==> src/rtl/sn_to_bn_counter.sv <==
// sn_to_bn_counter
//   Stochastic-to-binary decoder. Counts the ones on each of N_LANE parallel
//   unipolar bit streams over a frame and publishes the per-lane count as a
//   W-bit binary value. A frame opens on the first cycle with i_isgen high.
//   It closes on the first cycle with i_isgen low, or automatically once
//   STREAM_LEN valid bits have been collected. In the automatic case a new
//   frame opens in the same cycle if i_isgen is still high.
//
// Ports
//   i_clk_sn2bn    in   1             clock, rising edge
//   i_rst_n_sn2bn  in   1             asynchronous active-low reset
//   i_isgen        in   1             frame-valid strobe
//   i_sn_bit       in   N_LANE        one stream bit per lane
//   o_x_bn         out  N_LANE x W    recovered value per lane (registered, held)
//   o_valid        out  1             one-cycle pulse when o_x_bn updates
//   o_busy         out  1             high while a frame is being accumulated
module sn_to_bn_counter #(
  parameter int N_LANE     = 4,
  parameter int W          = 4,
  parameter int STREAM_LEN = 16
) (
  input  logic                       i_clk_sn2bn,
  input  logic                       i_rst_n_sn2bn,
  input  logic                       i_isgen,
  input  logic [N_LANE-1:0]          i_sn_bit,
  output logic [N_LANE-1:0][W-1:0]   o_x_bn,
  output logic                       o_valid,
  output logic                       o_busy
);

  // The length counter must be able to hold STREAM_LEN itself.
  localparam int LEN_W = $clog2(STREAM_LEN + 1);
  localparam logic [LEN_W-1:0] LEN_MAX = LEN_W'(STREAM_LEN);
  localparam logic [LEN_W-1:0] LEN_ONE = LEN_W'(1);

  typedef enum logic {
    IDLE = 1'b0,
    ACC  = 1'b1
  } state_t;

  state_t                    r_state;
  state_t                    w_state_next;
  logic [N_LANE-1:0][W-1:0]  r_cnt;
  logic [N_LANE-1:0][W-1:0]  r_x_bn;
  logic [N_LANE-1:0][W-1:0]  w_sat_sum;
  logic [LEN_W-1:0]          r_len;
  logic                      r_valid;
  logic                      w_close;   // publish r_cnt this cycle
  logic                      w_start;   // load first bit of a new frame
  logic                      w_inc;     // accumulate into the open frame

  // Per-lane saturating increment: a full frame of ones must read 2^W-1,
  // not wrap to zero.
  genvar gi;
  generate
    for (gi = 0; gi < N_LANE; gi++) begin : g_lane
      assign w_sat_sum[gi] = (&r_cnt[gi]) ? r_cnt[gi]
                                          : r_cnt[gi] + W'(i_sn_bit[gi]);
    end
  endgenerate

  always_comb begin
    w_state_next = r_state;
    w_close      = 1'b0;
    w_start      = 1'b0;
    w_inc        = 1'b0;
    case (r_state)
      IDLE: begin
        if (i_isgen) begin
          w_start      = 1'b1;
          w_state_next = ACC;
        end
      end
      ACC: begin
        if (!i_isgen) begin
          // Early end: the bit on this cycle is not part of the frame.
          w_close      = 1'b1;
          w_state_next = IDLE;
        end else if (r_len >= LEN_MAX) begin
          // Frame is full: close it and open the next one with this bit.
          w_close      = 1'b1;
          w_start      = 1'b1;
        end else begin
          w_inc        = 1'b1;
        end
      end
      default: w_state_next = IDLE;
    endcase
  end

  always_ff @(posedge i_clk_sn2bn or negedge i_rst_n_sn2bn) begin
    if (!i_rst_n_sn2bn) begin
      r_state <= IDLE;
      r_cnt   <= '0;
      r_len   <= '0;
      r_x_bn  <= '0;
      r_valid <= 1'b0;
    end else begin
      r_state <= w_state_next;
      r_valid <= w_close;
      if (w_close) begin
        r_x_bn <= r_cnt;
      end
      if (w_start) begin
        for (int k = 0; k < N_LANE; k++) begin
          r_cnt[k] <= W'(i_sn_bit[k]);
        end
        r_len <= LEN_ONE;
      end else if (w_inc) begin
        r_cnt <= w_sat_sum;
        r_len <= r_len + LEN_ONE;
      end
    end
  end

  assign o_x_bn  = r_x_bn;
  assign o_valid = r_valid;
  assign o_busy  = (r_state == ACC);

endmodule
==> config.mk <==
export PLATFORM = sky130hd
export DESIGN_NAME = sn_to_bn_counter
export DESIGN_NICKNAME = d
export VERILOG_FILES = /design/src/rtl/sn_to_bn_counter.sv
export SDC_FILE = /design/constraint.sdc
export NUM_CORES = 1
export LEC_CHECK = 0
export ABC_AREA = 1
export BUFFER_PORTS_ARGS = -buffer_cell sky130_fd_sc_hd__buf_4
export CORE_MARGIN = 2
export CORE_UTILIZATION = 40
export CTS_BUF_LIST = sky130_fd_sc_hd__clkbuf_8 sky130_fd_sc_hd__clkbuf_16
export DETAILED_ROUTE_END_ITERATION = 12
export GPL_ROUTABILITY_DRIVEN = 0
export REMOVE_ABC_BUFFERS = 1
export SLEW_MARGIN = 20
export SYNTH_ARGS = -nofsm -noshare
export SYNTH_HDL_FRONTEND = slang
export SYNTH_SLANG_ARGS = --single-unit
==> constraint.sdc <==
create_clock -name i_clk_sn2bn -period 2.5 [get_ports i_clk_sn2bn]
set_clock_uncertainty 0.05 [all_clocks]
set_input_delay 0.25 -clock i_clk_sn2bn [delete_from_list [all_inputs] [get_ports i_clk_sn2bn]]
set_output_delay 0.25 -clock i_clk_sn2bn [all_outputs]
set_load 0.02 [all_outputs]
-- Yosys cells after proc, flatten, opt, wreduce, memory -nomap -nowiden
Cells that the tools add are included.
- output and inout bits: 18
- bits of input ports: 7
- bits in registers: 39
- mux-type cells: 17
- bitwise logic cells: 1
- add/sub/neg operators: 5
- reductions and logical operators: 9
- order comparisons: 1
- equality and inequality tests: 4
- operators by type and width (operator ; number):
    $mux W16 ; 2
    $add A4 B1 Y4 ; 4
    $mux W4 ; 4
    $reduce_and A4 Y1 ; 4
    $mux W5 ; 2
    $mux W1 ; 8
    $ne A2 B2 Y1 const B ; 4
    $reduce_and A2 Y1 ; 4
    $add A5 B1 Y5 const B ; 1
    $ge A5 B5 Y1 const B ; 1
    $pmux W1 S2 ; 1
    $reduce_bool A2 Y1 ; 1
    $not A1 Y1 ; 1

-- Logic depth before layout (Yosys ltp)
- word-level depth: 6
- depth in mapped cells: 8
- gate-level depth less buffers: 8

-- Least setup slack after synthesis
OpenSTA, ideal clock, no wires.
- path type: flip-flop to flip-flop
- from: register r_cnt[8] (netlist bit)
- to: register r_cnt[10] (netlist bit)
- stages on the path, launching flop included: 6
- path slack: 1.139 ns
- data arrival time: 1.189 ns
- setup time: 0.121 ns
- cell sequence: dfrtp_1 -> ha_1 -> ha_1 -> or2_2 -> nand3_1 -> o21ai_1
- cells in the longest elaborated chain, start to end: 4
- ends and longest elaborated chain (item ; RTL line ; source):
    from (decl) ; 43 ; logic [N_LANE-1:0][W-1:0] r_cnt;
    from (signal, indexed assignment) ; 106 ; r_cnt[k] <= W'(i_sn_bit[k]);
    from (signal assigned) ; 110 ; r_cnt <= w_sat_sum;
    $add A4 B1 Y4 ; 58 ; : r_cnt[gi] + W'(i_sn_bit[gi]);
    $mux W4 ; 57 ; assign w_sat_sum[gi] = (&r_cnt[gi]) ? r_cnt[gi]
    $mux W16 ; 109 ; end else if (w_inc) begin
    $mux W16 ; 104 ; if (w_start) begin
Several ways; a longest one is shown, not always the timed one. The select of a mux whose other input is x is not followed.
A chain may end at the register's enable or synchronous reset.

-- Final worst setup path
- from: register r_cnt[12] (netlist bit)
- to: register r_cnt[14] (netlist bit)
The elaborated chain is that of the path after synthesis.

==> run_results.csv <==
group,metric,value,unit
timing,slew_viol_final,0,
logic_synthesis,synth_compound_area_frac,0.0490,
logic_synthesis,synth_area_leaders,"dfrtp_1 (52%), nand2_1 (23%), ha_1 (6.0%), o21ai_1 (3.2%), nand3_1 (2.9%)",
worst_setup_path,cp.arrival,1.60,ns
cells_and_area,register_area,976,µm²
cells_and_area,fillCellCount,481,
global_route,grt_max_degree,40,
floorplanning,row_count,25,
timing,rsz0062_at_grt,"no",
cells_and_area,fin_area,2220,µm²
logic_synthesis,ys_ff_latch,39,
floorplanning,dieHeight,72.8,µm
timing,timing.setup.tns,0,ns
cells_and_area,drive_above_1_share,0.177,
cells_and_area,final_util,0.479,
power,p_sw,0.474,mW
timing,fin_crit,1.47,ns
cells_and_area,multi_input_area,838,µm²
place,place_area,2120,µm²
cts,numCtsBuffers,5,
power,total_power,1.51,mW
power,clkPwrFrac,0.272,
detailed_routing,vias,1529,
cts,numClockSinks,39,
detailed_routing,top_layer_used,"met4",
detailed_routing,wire_per_inst,11.8,µm
floorplanning,dieArea,5290,µm²
detailed_routing,wl_met3,103,µm
worst_setup_path,cpMostUsedCell,"ha_1",
cts,htreeDepth,2,
global_route,antenna_found_initial,0,
cells_and_area,area_delta_synth_final,17.2,%
logic_synthesis,ys.warnings.count,0,
hold_path,min_path_type,"in2reg",
cells_and_area,layout_commonest_cell,"nand2_1",
detailed_routing,drcViolationCount,0,
logic_synthesis,synth_cells,235,
power,vdd_drop_max,222,µV
worst_setup_path,path_class,"reg2reg",
detailed_routing,dr_wl_met2,1700,µm
floorplanning,io_pins,25,
global_route,overflow,0,
logic_synthesis,yosys.area_share.adder,0.0596,
cells_and_area,final_cell_mix,"nand2_1 (116), dfrtp_1 (39), buf_4 (26), o21ai_1 (12), nand3_1 (11)",
logic_synthesis,yosysSeqAreaShare,0.516,
power,leakage,1.18,nW
detailed_routing,wl,3750,µm
logic_synthesis,muxShareOfSynthArea,0,
detailed_routing,drt-met1-wl,1870,µm
floorplanning,fp.coreArea,4630,µm²
logic_synthesis,synthSimpleGateAreaFrac,0.321,
cells_and_area,final_cells,319,
worst_setup_path,critical_path.slowest_cell,"dfrtp_1",
cts,clk_latency,0.29,ns
worst_setup_path,start_kind,"flop",
logic_synthesis,synth.top_cell.area_share,0.516,
worst_setup_path,cp_max_fo,4,
global_route,grt_pass1_wl,6610,µm
cts,cts_setup_buffers,0,
cts,hold_buffers,1,
cts,cts_tree,"done",
floorplanning,fp.dieW,72.8,µm
worst_setup_path,path_cells,"ha_1, ha_1, or2_2, nand4_1, nand2_1",
power,p_int,1.04,mW
logic_synthesis,synth_area,1890,µm²
floorplanning,initial_core_util,0.408,
power,combPwrFrac,0.207,
logic_synthesis,yosys.area.top_type,"dfrtp_1",
timing,finalHoldViolCount,0,
status,status,"complete, no violations",
timing,setup_viol,0,
job,max_cap_violations,0,
timing,max_freq,680,MHz
logic_synthesis,synth_xor_area_frac,0.0139,
logic_synthesis,synth_area_per_cell,8.04,µm²
cts,clk_pin_slew,0.07,ns
power,seq_power_share,0.521,
place,port_buffers,24,
detailed_routing,routed_via_density,4.79,
timing,relSlewSlack,0.674,
cells_and_area,n_antenna_cell,0,
worst_setup_path,cp-end-kind,"flop",
detailed_routing,ant_nets,0,
cells_and_area,nets,280,
cts,cts_resized,0,
worst_setup_path,slowest_delay,0.43,ns
power,sw_frac_of_total,0.314,
cts,clk_path_buf_depth,2,
global_route,groute.usage.overall,0.161,
timing,finalCritPeriodShare,0.588,
logic_synthesis,ys_types,21,
place,dp_hpwl,2660,µm
detailed_routing,first_pass_iters,4,
power,power.density,681,nW/µm²
timing,max_slew.worst_pin.slew,0.488,ns
global_route,grt_pass1_vias,1429,
cts,cts-root-buf,"clkbuf_8",
logic_synthesis,synth_top_family_by_area,"simple AND/OR/NAND/NOR gates",
worst_setup_path,critPathRequiredTime,2.63,ns
detailed_routing,drt_iter0_drc,80,
place,numPlacedInstances,310,
-- cells in the mapped netlist --
cell type    n
nor3_1       1
buf_2        4
inv_2        6
xnor2_1      1
nand4_1      4
o22ai_1      2
nor2_1      10
buf_6        1
o21ai_0      2
ha_1         9
nor2_2       1
nand2_1    116
a21oi_1      2
inv_1        6
nand3_1     11
nand2_2      2
xor2_1       2
dfrtp_1     39
nor2_4       1
or2_2        3
o21ai_1     12
-- final timing paths --
kind | endpoint | from | slack [ns] | depth (start not counted)
min in group asynchronous | r_len[2]$_DFFE_PN0P_ | i_rst_n_sn2bn | 0.42 | 2
min reg2reg | o_x_bn[10]$_DFFE_PN0P_ | o_x_bn[10]$_DFFE_PN0P_ | 0.43 | 2
max | r_cnt[14]$_DFFE_PN0P_ | r_cnt[12]$_DFFE_PN0P_ | 1.03 | 5
min | o_busy$_DFF_PN0_ | i_isgen | 0.12 | 1
max reg2reg | r_cnt[14]$_DFFE_PN0P_ | r_cnt[12]$_DFFE_PN0P_ | 1.03 | 5
max in group asynchronous | o_x_bn[3]$_DFFE_PN0P_ | i_rst_n_sn2bn | 1.64 | 2
-- through the flow --
step	setup slack, ns	hold WS (ns)
3_3_place_gp	1.07	0.203
6_report	1.03	0.121
4_1_cts	1.03	0.114
2_1_floorplan	0.774	-0.0956
5_1_grt	0.922	0.114
3_5_place_dp	1.06	0.207
-- logic make-up (layout without fill, tap and decap cells) --
logic type      Yosys count  in the layout
buf+inv                  17             47
compound gates           18             18
fa+ha+maj                 9              9
flops                    39             39
simple gates            149            149
xor+xnor                  3              3
-- sequential cells by signal (all words and copies together), names as in the netlist --
register and flops:
r_len 5, o_busy 1, r_cnt 16, o_valid 1
o_x_bn 16
-- per-layer routing --
layer  GRT usage  up-vias
li1            -      804
met4      0.0556        0
met3      0.0401        8
met2       0.248       21
met5           0        -
met1       0.221      696
-- power groups by stage --
stage | registers (mW) | clock network, mW | logic [mW]
floorplan | 0.828 | 0 | 0.154
global placement | 0.799 | 0 | 0.312
detailed placement | 0.799 | 0 | 0.316
CTS | 0.787 | 0.426 | 0.318
global route | 0.802 | 0.454 | 0.359
finish | 0.787 | 0.410 | 0.313
-- area by class of cell --
type / instances / area share
clock buffers: 5 / 0.0311
clock inverters: 3 / 0.00678
inverters: 12 / 0.0203
multi-input cells: 179 / 0.378
flip-flops and latches: 39 / 0.440
well taps: 54 / 0.0305
repair buffers: 27 / 0.0926
-- worst max-delay path: cells and delay by family (launching register included) --
| family | cells | cell delay [ns] |
|---|---|---|
| DFF | 1 | 0.43 |
| adders and majority gates | 2 | 0.44 |
| and+or+nand+nor | 3 | 0.45 |
Power figures use the tool's default switching activity.
